### config.mk
export PLATFORM = sky130hd
export DESIGN_NAME = chunked_seq_adder_flat
export DESIGN_NICKNAME = d
export VERILOG_FILES = /design/src/rtl/chunked_seq_adder_if.sv /design/src/rtl/chunked_seq_adder.sv /design/src/flat_wrapper.sv
export SDC_FILE = /design/constraint.sdc
export NUM_CORES = 1
export LEC_CHECK = 0
export ABC_CLOCK_PERIOD_IN_PS = 2800
export CAP_MARGIN = 20
export CORE_AREA = 2 2 112 114
export DETAILED_ROUTE_END_ITERATION = 8
export DIE_AREA = 0 0 114 116
export PLACE_DENSITY_LB_ADDON = 0.1
export SLEW_MARGIN = 10
export SYNTH_ARGS = -nofsm -noshare
export SYNTH_HDL_FRONTEND = slang
export SYNTH_SLANG_ARGS = --single-unit
### constraint.sdc
create_clock -name clk -period 2.8 [get_ports clk]
set_input_delay 0.56 -clock clk [delete_from_list [all_inputs] [get_ports clk]]
set_output_delay 0.56 -clock clk [all_outputs]
set_load 0.02 [all_outputs]
### src/rtl/chunked_seq_adder_if.sv
// Operand/result handshake bundle for chunked_seq_adder.
// master drives operands and out_ready; slave is the adder.
interface chunked_seq_adder_if #(
  parameter int unsigned WIDTH = 16
);
  logic             in_valid;
  logic             in_ready;
  logic [WIDTH-1:0] a;
  logic [WIDTH-1:0] b;
  logic             cin;
  logic             sub;
  logic             out_valid;
  logic             out_ready;
  logic [WIDTH-1:0] s;
  logic             cout;
  logic             ovf;

  modport master (
    output in_valid, a, b, cin, sub, out_ready,
    input  in_ready, out_valid, s, cout, ovf
  );

  modport slave (
    input  in_valid, a, b, cin, sub, out_ready,
    output in_ready, out_valid, s, cout, ovf
  );
endinterface

### src/rtl/chunked_seq_adder.sv
// Multi-cycle adder/subtractor: WIDTH bits processed CHUNK bits per clock
// with a registered carry between chunks; valid/ready on both sides.
module chunked_seq_adder #(
  parameter int unsigned WIDTH = 16,
  parameter int unsigned CHUNK = 4
) (
  input logic                clk,
  input logic                rst,
  chunked_seq_adder_if.slave bus
);
  localparam int unsigned NCHUNK = WIDTH / CHUNK;
  localparam int unsigned CW     = (NCHUNK > 1) ? $clog2(NCHUNK) : 1;
  localparam int unsigned CS     = CHUNK + 1;

  typedef enum logic [1:0] {IDLE, RUN, DONE} state_t;

  state_t           state, state_nx;
  logic [CW-1:0]    cnt, cnt_nx;
  logic [WIDTH-1:0] op_a, op_a_nx, op_b, op_b_nx;
  logic [WIDTH-1:0] res, res_nx, s_q, s_nx;
  logic             carry, carry_nx;
  logic             cout_q, cout_nx, ovf_q, ovf_nx;
  logic             in_ready_q, in_ready_nx, out_valid_q, out_valid_nx;

  logic [CHUNK-1:0] ca, cb;
  logic [CS-1:0]    csum;
  logic             c_msb;
  logic             last;

  // Current chunk slice and its sum; c_msb is the carry into the chunk MSB.
  always_comb begin
    ca    = op_a[32'(cnt) * CHUNK +: CHUNK];
    cb    = op_b[32'(cnt) * CHUNK +: CHUNK];
    csum  = {1'b0, ca} + {1'b0, cb} + CS'(carry);
    c_msb = ca[CHUNK-1] ^ cb[CHUNK-1] ^ csum[CHUNK-1];
    last  = (cnt == CW'(NCHUNK - 1));
  end

  always_comb begin
    state_nx = state;
    cnt_nx   = cnt;
    op_a_nx  = op_a;
    op_b_nx  = op_b;
    res_nx   = res;
    carry_nx = carry;
    s_nx     = s_q;
    cout_nx  = cout_q;
    ovf_nx   = ovf_q;
    case (state)
      IDLE: begin
        if (bus.in_valid) begin
          op_a_nx  = bus.a;
          op_b_nx  = bus.sub ? ~bus.b : bus.b;
          carry_nx = bus.sub ? 1'b1 : bus.cin;
          cnt_nx   = '0;
          state_nx = RUN;
        end
      end
      RUN: begin
        res_nx[32'(cnt) * CHUNK +: CHUNK] = csum[CHUNK-1:0];
        carry_nx = csum[CHUNK];
        if (last) begin
          s_nx     = res_nx;
          cout_nx  = csum[CHUNK];
          ovf_nx   = c_msb ^ csum[CHUNK];
          state_nx = DONE;
        end else begin
          cnt_nx = cnt + CW'(1);
        end
      end
      DONE: begin
        if (bus.out_ready) state_nx = IDLE;
      end
      default: state_nx = IDLE;
    endcase
    in_ready_nx  = (state_nx == IDLE);
    out_valid_nx = (state_nx == DONE);
  end

  always_ff @(posedge clk or posedge rst) begin
    if (rst) begin
      state       <= IDLE;
      cnt         <= '0;
      op_a        <= '0;
      op_b        <= '0;
      res         <= '0;
      carry       <= 1'b0;
      s_q         <= '0;
      cout_q      <= 1'b0;
      ovf_q       <= 1'b0;
      in_ready_q  <= 1'b1;
      out_valid_q <= 1'b0;
    end else begin
      state       <= state_nx;
      cnt         <= cnt_nx;
      op_a        <= op_a_nx;
      op_b        <= op_b_nx;
      res         <= res_nx;
      carry       <= carry_nx;
      s_q         <= s_nx;
      cout_q      <= cout_nx;
      ovf_q       <= ovf_nx;
      in_ready_q  <= in_ready_nx;
      out_valid_q <= out_valid_nx;
    end
  end

  assign bus.in_ready  = in_ready_q;
  assign bus.out_valid = out_valid_q;
  assign bus.s         = s_q;
  assign bus.cout      = cout_q;
  assign bus.ovf       = ovf_q;
endmodule
### src/flat_wrapper.sv
// flat-port wrapper written by rule: the top's interface ports become plain ports
module chunked_seq_adder_flat 
#(
  parameter int unsigned WIDTH = 16,
  parameter int unsigned CHUNK = 4
)
  (clk, rst, bus_in_valid, bus_a, bus_b, bus_cin, bus_sub, bus_out_ready, bus_in_ready, bus_out_valid, bus_s, bus_cout, bus_ovf);
  chunked_seq_adder_if #(.WIDTH(WIDTH)) bus_i ();
  input logic clk;
  input logic rst;
  input wire logic [$bits(bus_i.in_valid)-1:0] bus_in_valid;
  input wire logic [$bits(bus_i.a)-1:0] bus_a;
  input wire logic [$bits(bus_i.b)-1:0] bus_b;
  input wire logic [$bits(bus_i.cin)-1:0] bus_cin;
  input wire logic [$bits(bus_i.sub)-1:0] bus_sub;
  input wire logic [$bits(bus_i.out_ready)-1:0] bus_out_ready;
  output wire logic [$bits(bus_i.in_ready)-1:0] bus_in_ready;
  output wire logic [$bits(bus_i.out_valid)-1:0] bus_out_valid;
  output wire logic [$bits(bus_i.s)-1:0] bus_s;
  output wire logic [$bits(bus_i.cout)-1:0] bus_cout;
  output wire logic [$bits(bus_i.ovf)-1:0] bus_ovf;
  assign bus_i.in_valid = bus_in_valid;
  assign bus_i.a = bus_a;
  assign bus_i.b = bus_b;
  assign bus_i.cin = bus_cin;
  assign bus_i.sub = bus_sub;
  assign bus_i.out_ready = bus_out_ready;
  assign bus_in_ready = bus_i.in_ready;
  assign bus_out_valid = bus_i.out_valid;
  assign bus_s = bus_i.s;
  assign bus_cout = bus_i.cout;
  assign bus_ovf = bus_i.ovf;
  chunked_seq_adder #(.WIDTH(WIDTH), .CHUNK(CHUNK)) u_core (.clk(clk), .rst(rst), .bus(bus_i));
endmodule
Word-level counts from Yosys, hierarchy flattened --
Cells that the tools add are included.
Storage, ports and cells: register bits after elaboration 73, input bits 38, output and inout port bits 20, word-level logic and storage cells 48
Operators by class: add/subtract/negate cells 4, equality and inequality tests 6, shift-type cells 4, muxes and demuxes 12, bitwise logic cells 4, reduce and logical (&&, ||, !) cells 7
Operators by type and width (number):
- 4-bit negator with 34-bit output | 1
- 4-bit by 34-bit variable shift with 16-bit output (first input constant) | 1
- 4-bit by 34-bit indexed part select with 16-bit output | 1
- 16-bit by 5-bit indexed part select with 4-bit output | 2
- 16-bit bitwise mux | 1
- 16-bit two-way mux | 1
- 16-bit NOT | 1
- 2-bit two-way mux | 5
- 2-bit == test (second input constant) | 3
- 2-bit one-hot mux with 3 select lines | 1
- 2-bit AND reduction | 3
- 4-bit by 4-bit adder with 5-bit output | 1
- 5-bit by 1-bit adder with 5-bit output | 1
- 2-bit logical NOT | 2
- 2-bit != test (second input constant) | 2
- 2-bit one-hot mux with 2 select lines | 1
- 3-bit AND reduction | 1
- 1-bit bitwise XOR | 3
- 2-bit by 1-bit adder with 2-bit output (second input constant) | 1
- 2-bit by 1-bit == test with 1-bit output (second input constant) | 1
- 1-bit two-way mux | 2
- 1-bit one-hot mux with 2 select lines | 1
- 2-bit nonzero test | 1

Logic depth before layout (Yosys ltp) --
depth in word-level cells 5, depth in mapped cells 9, depth with buffers taken out 8

Worst setup path before layout --
Ideal clock, no wire load.
kind register to register, start point reg u_core.cnt[0], end point reg u_core.res[5], setup time 0.066 ns, arrival 2.526 ns, data required time 2.734 ns, path slack 0.208 ns, stages on the path, launching flop included 8, path buffers 1, clock period less this slack 2.592 ns, path through dfrtp_1 -> buf_4 -> mux4_2 -> fa_1 -> inv_1 -> fa_1 -> nor2_1 -> a22o_1
On the way: longest elaborated chain between the ends 5, elaborated cells on any way between the ends 8, those cells by class 3 x add/sub; 4 x shift; 1 x mux
Ends and longest elaborated chain:
- start, declared | RTL line chunked_seq_adder.sv:18 | logic [CW-1:0] cnt, cnt_nx;
- start signal, assigned | RTL line chunked_seq_adder.sv:95 | cnt <= cnt_nx;
- 16-bit by 5-bit indexed part select with 4-bit output (on tied branches) | RTL line chunked_seq_adder.sv:32, chunked_seq_adder.sv:33
- 4-bit by 4-bit adder with 5-bit output | RTL line chunked_seq_adder.sv:34 | csum = {1'b0, ca} + {1'b0, cb} + CS'(carry);
- 5-bit by 1-bit adder with 5-bit output | RTL line chunked_seq_adder.sv:34
- 4-bit by 34-bit indexed part select with 16-bit output | RTL line chunked_seq_adder.sv:60 | res_nx[32'(cnt) * CHUNK +: CHUNK] = csum[CHUNK-1:0];
- 16-bit bitwise mux * | RTL line chunked_seq_adder.sv:60
- end signal, assigned | RTL line chunked_seq_adder.sv:98 | res <= res_nx;
- end, declared | RTL line chunked_seq_adder.sv:20 | logic [WIDTH-1:0] res, res_nx, s_q, s_nx;
Every way passes the cells marked *; elsewhere a longest branch is shown, timed or not. A chain may end at the register's enable or synchronous reset.

Final worst setup path --
start point reg u_core.cnt[0], end point reg u_core.res[9]
The elaborated chain is that of the path after synthesis.

==> results.sh <==
export IMPL_ant_nets=0
export IMPL_netlist_instances=299
export IMPL_drc=0
export IMPL_portBuffers=57
export IMPL_timing_rr_end="u_core.res[9]"
export IMPL_worstSetupPathType="register to register"
export IMPL_critical_path_most_common_cell="fa_1"
export IMPL_cts_buffer_depth=2
export IMPL_grt_usage=0.133
export IMPL_relSlewSlack=0.612
export IMPL_postCtsResizedCells=0
export IMPL_rows=40
export IMPL_clk_pin_slew_ns=0.06
export IMPL_coreArea_um2=11900
export IMPL_fin_skew_ns=0.0102
export IMPL_max_freq_mhz=397
export IMPL_antenna_found_initial=0
export IMPL_grt_pass1_vias=2420
export IMPL_dieArea_um2=13200
export IMPL_holdPathStages=2
export IMPL_yosysMostFrequentCell="dfrtp_1"
export IMPL_cts_root_buf="clkbuf_16"
export IMPL_drive_gt1_frac=0.169
export IMPL_clk_latency_ns=0.34
export IMPL_post_route_cell_area_um2=4610
export IMPL_finalSetupViolations=0
export IMPL_dieHeight_um=116
export IMPL_reg2reg_slack_ns=0.28
export IMPL_htreeDepth=3
export IMPL_ios=58
export IMPL_wl_um=8020
export IMPL_dr_pass1_iters=5
export IMPL_crit_fanout=7
export IMPL_synth_avg_cell_area_um2=11.7
export IMPL_sw_frac_of_total=0.409
export IMPL_gp_congestion=0.731
export IMPL_p_leak_uw=0.00187
export IMPL_p_switching_uw=2580
export IMPL_worstMarginPinSlew_ns=0.581
export IMPL_hold_path_endpoint="u_core.bus.s[1]"
export IMPL_syn_area_um2=3510
export IMPL_slowest_stage="mux4_2"
export IMPL_hpwl_um=5830
export IMPL_initial_utilization=0.294
export IMPL_timing_setup_tns_ns=0
export IMPL_grt_setup_unrepaired="no"
export IMPL_p_comb_frac=0.506
export IMPL_min_delay_start="u_core.bus.s[1]"
export IMPL_area_growth_pct=31.5
export IMPL_synth_area_leader_cell="dfrtp_1"
export IMPL_p_clk_frac=0.202
export IMPL_arrival_ns=2.79
export IMPL_placed_area_um2=4280
export IMPL_synth_warning_count=0
export IMPL_cts_sinks=73
export IMPL_nets=410
export IMPL_cts_tree="done"
export IMPL_grt_start_max_net_pins=33
export IMPL_slowest_delay_ns=0.55
export IMPL_synth_seq_cells=73
export IMPL_power_internal_uw=3730
export IMPL_post_place_ws_ns=0.146
export IMPL_layout_setup_ws_ns=0.284
export IMPL_synth_ff_type="dfrtp_1"
export IMPL_hold_class="register to register"
export IMPL_cp_cell_sequence="mux4_2 -> fa_1 -> inv_1 -> fa_1 -> nor2_1 -> a22o_1"
export IMPL_pwr_share_seq=0.292
export IMPL_netlist_area_leader_share=0.514
export IMPL_worstReg2RegStart="u_core.cnt[0]"
export IMPL_ys_top_cells_by_count="dfrtp_1 (72), a21oi_1 (27), nor2_1 (22), nand2_1 (19), xnor2_1 (19)"
export IMPL_post_cts_setup_buffers=0
export IMPL_ys_seq_area_frac=0.521
export IMPL_end_kind="register"
export IMPL_grt_pass1_wl_um=13500
export IMPL_slew_violations=0
export IMPL_drv_cap=0
export IMPL_wl_per_cell_um=15.6
export IMPL_r2r_cells=6
export IMPL_start_kind="register"
export IMPL_async_flop_share=1.00
export IMPL_synth_edff_count=0
export IMPL_min_period_over_period=0.898
export IMPL_finalHoldViolCount=0
export IMPL_vias=2440
export IMPL_power_density_nw_per_um2=1370
export IMPL_status="finished clean"
export IMPL_synthesis_nets=348
export IMPL_drt_iter0_drc=77
export IMPL_ys_types=40
export IMPL_numCtsBuffers=9
export IMPL_grt_overflow=0
export IMPL_n_antenna_cell=0
export IMPL_hold_buffers=0
export IMPL_synth_area_top_cells="dfrtp_1 (51%), mux2_2 (5.5%), mux4_2 (5.1%)"
export IMPL_fp_dieW_um=114
export IMPL_cp_required_ns=3.07
export IMPL_period_needed_ns=2.52
export IMPL_avgViaCountPerCell=4.76
export IMPL_ir_drop_v=0.000553
-- power by group through the flow --
stage                     clock network, uW  registers [uW]  logic (uW)
after floorplan                           0            1840        2140
after global placement                    0            1860        3240
after global routing                   1360            1910        3560
after CTS                              1310            1860        3240
after detailed placement                  0            1870        3240
final                                  1270            1840        3190
-- worst max path at each step --
stage	start	endpoint	slack [ns]	cells after the start
after floorplan	u_core.cnt[0]	u_core.res[5]	0.21	7
after global placement	u_core.cnt[0]	u_core.res[15]	0.22	7
after detailed placement	u_core.cnt[0]	u_core.res[5]	0.15	6
after CTS	u_core.cnt[0]	u_core.res[9]	0.15	6
after global routing	u_core.cnt[0]	u_core.bus.s[3]	0.09	7
final	u_core.cnt[0]	u_core.res[9]	0.28	6
-- final cells by class --
type | instances | area [um^2]
tap | 147 | 184
timing repair buffer | 69 | 673
clock buffer | 9 | 225
sequential | 73 | 1830
multi-input combinational | 198 | 1560
clock inverter | 7 | 101
inverter | 10 | 37.5
fill | 1203 | 7300
-- placed cells by master (no fill, tap or decap), types with 3 or more instances in the layout --
master,Yosys,layout
a22oi_1,6,6
o21ai_0,8,8
inv_1,9,8
nand2_1,19,19
mux4_2,8,8
nor3b_1,4,4
ha_1,9,9
nor2_1,22,22
clkdlybuf4s50_1,0,57
nand3_1,3,3
a22o_1,9,9
o21ai_1,11,11
dfrtp_1,72,71
nor2b_1,7,7
nand2b_1,3,3
clkbuf_16,0,9
mux2_2,17,17
xnor2_1,19,19
a32o_1,8,8
a21oi_1,27,27
buf_4,2,11
-- registers in the layout, summed over array words and instances, names as in the netlist, 2 cells and up --
name	cells
u_core.cnt	2
u_core.bus.s	16
u_core.state	2
u_core.op_b	16
u_core.res	16
u_core.op_a	16
-- stage by stage --
stage               hold WS, ns   util  total power [uW]  std cells
global route              0.498  0.387              6830        513
finish                    0.475  0.387              6310        513
global placement          0.462  0.360              5100        497
detailed placement        0.472  0.360              5110        497
floorplan                 0.458      -              3980        299
CTS                       0.486  0.387              6400        513
-- layer usage --
| layer | vias to the layer above | global-route usage | wire (um) |
|---|---|---|---|
| met2 | 48 | 0.201 | 3690 |
| met1 | 1199 | 0.189 | 3990 |
| met5 | - | 0 | 0 |
| met4 | 0 | 0.0537 | 102 |
| met3 | 9 | 0.0256 | 245 |
| li1 | 1184 | - | - |
-- logic make-up (layout without fill, tap and decap cells) --
kind of cell    after synthesis  in the layout  synth area share
compound gates               75             75             0.138
xor+xnor                     20             20            0.0500
fa+ha+maj                    11             11            0.0435
buf+inv                      28             95            0.0353
flops                        73             73             0.521
mux                          25             25             0.106
simple gates                 67             67             0.106
-- worst max-delay path, delay by kind of cell (launching register included) --
| kind | cells | cell delay (ns) |
|---|---|---|
| muxes | 1 | 0.55 |
| AOI/OAI and AO/OA | 1 | 0.19 |
| adders and majority gates | 2 | 0.87 |
| and+or+nand+nor | 1 | 0.30 |
| DFF | 1 | 0.47 |
| buffers and inverters | 1 | 0.08 |
No activity file was read; power rests on OpenSTA's default activity.
==> RTL change 1: new RTL, same settings <==
`CHUNK` is set to 4 in 2 places; all go to 8.
--- a/src/rtl/chunked_seq_adder.sv
+++ b/src/rtl/chunked_seq_adder.sv
@@ -3,5 +3,5 @@
 module chunked_seq_adder #(
   parameter int unsigned WIDTH = 16,
-  parameter int unsigned CHUNK = 4
+  parameter int unsigned CHUNK = 8
 ) (
   input logic                clk,
--- a/src/flat_wrapper.sv
+++ b/src/flat_wrapper.sv
@@ -3,5 +3,5 @@
 #(
   parameter int unsigned WIDTH = 16,
-  parameter int unsigned CHUNK = 4
+  parameter int unsigned CHUNK = 8
 )
   (clk, rst, bus_in_valid, bus_a, bus_b, bus_cin, bus_sub, bus_out_ready, bus_in_ready, bus_out_valid, bus_s, bus_cout, bus_ovf);
Function: changed (Yosys sat finds a counterexample within 4 cycles, from zero or initial values and one cycle with rst high).
==> RTL change 1 against the unedited design <==
  * Clock power fell by 9%
  * Worst setup slack got worse by 84 ps
  * Area after synthesis shrank 14%
  * Total power shrank 9.0%
  * First-iteration DRC count is the same
  * Clock skew down 1.8 ps
  * Sequential cell count fell by 9
  * Sequential power decreased by 12%
  * Design area shrank 11%
  * Count of clock-buffer cells in the layout rose by 4
  * Routed wire length down 19%
==> RTL change 1: results (changes against the unedited design) <==
maximum VDD drop=428 uV (-23%); largest net degree at the start of global routing=65 (+97%); R2R depth=9 (+3); status=finished, final reports clean; drt pass-1 iters=4 (-1); met3 Track Usage GR=4.08% (+1.5 points); dpl ws=7.50 ps (-139 ps); worst flop-to-flop path endpoint=u_core.bus.s[12]$_DFFE_PP0P_; post-synthesis xor/xnor area fraction=6.68% (+1.7 points); Mean Syn Cell Area=10.9 um^2 (-6.8%); synth cell count leaders=dfrtp_1, nand2_1, mux2_2, nor2_1, a21oi_1; synth top area cells=dfrtp_1, mux2_2, nand2_1; Critical Path Fanout Max=4 (-3); Worst Setup EP=u_core.bus.s[12]$_DFFE_PP0P_; main combinational cell family by area after synthesis=multiplexers; f_max=385 MHz (-3.2%); Pleak=1.75 nW (-6.4%); sequential area share after synthesis=53.2% (+1.0 points); R2R Setup Slk=200 ps (-80 ps); post-synth cell types=30 (-25%); Critical Path Source=u_core.cnt$_DFFE_PP0P_; CP max stage cell=fa_1; FF-to-FF Start=u_core.cnt$_DFFE_PP0P_; first-pass GRT wire length=11000 um (-18%); DP HPWL=4620 um (-21%); Max stage delay on crit path=440 ps (-110 ps); dpl cell area=3780 um^2 (-12%); Via Count=2075 (-15%)
-- RTL change 1: timing repair --
item                                    CTS  global route
resized for setup                         1             1
buffers inserted                          0             1
pin swaps                                 0             1
endpoints found under the setup margin    1             4
-- RTL change 1: layout make-up --
type | instances | area share, %
clock buffer | 13 | 6.58
clock inverter | 3 | 0.975
multi-input combinational | 195 | 32.8
sequential | 64 | 39.0
timing repair buffer | 65 | 16.0
inverter | 2 | 0.183
tap | 147 | 4.48
-- RTL change 1: kinds of logic after synthesis --
family	count (synthesis)
AO/OA/AOI/OAI	47
XOR/XNOR	23
adder cells (fa/ha/maj)	9
buffers and inverters	17
flip-flops	64
multiplexers	35
AND/OR/NAND/NOR	81
-- RTL change 1: power breakdown --
| part | internal, W | switching (W) |
|---|---|---|
| Sequential | 0.00139 | 0.000229 |
| Combinational | 0.00142 | 0.00156 |
| Clock | 0.000758 | 0.000389 |
| Total | 0.00357 | 0.00218 |
==> RTL change 2: new RTL, same flow settings <==
Without the edit above. Re-encode `state_t` (3 states) as one-hot, 3 bits wide.
--- a/src/rtl/chunked_seq_adder.sv
+++ b/src/rtl/chunked_seq_adder.sv
@@ -13,5 +13,5 @@
   localparam int unsigned CS     = CHUNK + 1;
 
-  typedef enum logic [1:0] {IDLE, RUN, DONE} state_t;
+  typedef enum logic [2:0] {IDLE = 3'b001, RUN = 3'b010, DONE = 3'b100} state_t;
 
   state_t           state, state_nx;
Behaviour: no difference found for any inputs over 10 cycles, from zero or initial values and one cycle with rst high; not proved beyond that.
==> RTL change 2 against the unedited design <==
  * Total power shrank 12%
  * Critical endpoint is now u_core.res[10]$_DFFE_PP0P_
  * Largest power group unchanged
  * Cell count up 1.2%
  * Area after synthesis increased by 3.8%
  * Design area increased by 2.7%
  * Sequential cell count up 1
  * Routed wire length rose by 2.7%
  * Via count is 1.1% higher
  * Worst setup slack got worse by 130 ps
  * Largest cell class unchanged
==> RTL change 2: results (changes against the unedited design) <==
Max stage delay on crit path=600 ps (+50 ps); status=finished, final reports clean; synth top area cells=dfrtp_1, a21oi_1, mux2_2; CP max stage cell=mux4_1; Routability Congestion=0.750 (+2.6%); Arr. time, crit path=2910 ps (+120 ps); mux contribution to synthesized area=10.5% (-0.080 points); maximum VDD drop=594 uV (+7.5%); Seq power=0.00163 W (-11%); hold_ws=474 ps (-1.22 ps); DR WL met2=3820 um (+3.6%); drt pass-1 iters=4 (-1); fillcell total=1180 (-1.9%); synth cell count leaders=dfrtp_1, a21oi_1, nand2_1, nor2_1, xnor2_1; syn_nets=357 (+2.6%); P_sw=0.00209 W (-19%); post-synthesis xor/xnor area fraction=4.81% (-0.18 points); Worst slew margin=65.2% (+4.0 points); Hold EP=u_core.bus.s[6]$_DFFE_PP0P_; Critical Path Fanout Max=4 (-3); setup clock skew after layout=9.26 ps (-0.894 ps); routed wire length=8230 um (+2.7%); Clock Path Buffers=2 (unchanged); Num CTS Buffers=9 (unchanged); Inst Count DP=503 (+1.2%); post-synth cell types=44 (+10%); dpl ws=73.6 ps (-72.5 ps); largest net degree at the start of global routing=75 (+130%); final worst setup slack=157 ps (-127 ps); Adder-Cell Fraction of Synth Area=4.19% (-0.16 points); dpl cell area=4380 um^2 (+2.3%); sequential area share after synthesis=50.9% (-1.2 points); worst flop-to-flop path endpoint=u_core.res[10]$_DFFE_PP0P_; met3 Track Usage GR=3.24% (+0.68 points); cell count after synthesis=308 (+3.0%); GRT Util Overall=13.5% (+0.22 points); wire per inst=15.9 um (+1.5%); P_comb=0.00256 W (-20%); Final Net Count=416 (+1.5%); M1 WL=3990 um (about the same); Initial DRC Count=99 (+29%); met2 usage=20.6% (+0.44 points); vias per cell=4.75 (-0.10%); DP HPWL=5750 um (-1.3%); layout cells sized above 1=16.1% (-0.81 points); first-pass GRT wire length=13600 um (+0.77%); hold path start=u_core.bus.s[6]$_DFFE_PP0P_; met1 Use GR=18.9% (+0.046 points); initial antenna violation count=0 (unchanged); Pleak=1.92 nW (+2.7%); R2R Setup Slk=160 ps (-130 ps); routed wl met3=328 um (+34%); Sw Share=37.6% (-3.3 points); Compound-Gate Fraction of Synth Area=13.9% (+0.076 points); Layout Utilization=39.7% (+1.0 points)
RTL change 2: cell count changes in the layout (fill, tap and decap cells not counted), sizes merged, moves of 2 or more:
cell and delta:
inv -6, a31oi +2, a21oi +10, nor2 -2
nand2b -2, a32o +4, nand2 +4, o22a -2
a22oi -6, nor2b +7, a22o -5
RTL change 2: worst reg2reg max path, delay by kind of cell, from the launching register on:
family                     cells  cell delay [ps]
adders and majority gates      2              860
DFF                            1              420
and+or+nand+nor                1              310
xor gates and xnor gates       1              200
AOI/OAI and AO/OA              1              190
muxes                          1              600
RTL change 2: area by class of cell:
cell class | count | area share, %
multi-input cells | 210 | 34.8
flip-flops and latches | 74 | 39.2
inverters | 4 | 0.423
well taps | 147 | 3.89
repair buffers | 68 | 14.3
clock buffers | 9 | 4.76
clock inverters | 7 | 2.62
RTL change 2: timing repair:
action	CTS	global route
endpoints found under the hold margin	0	0
resized for setup	0	1
setup endpoints to repair	0	1
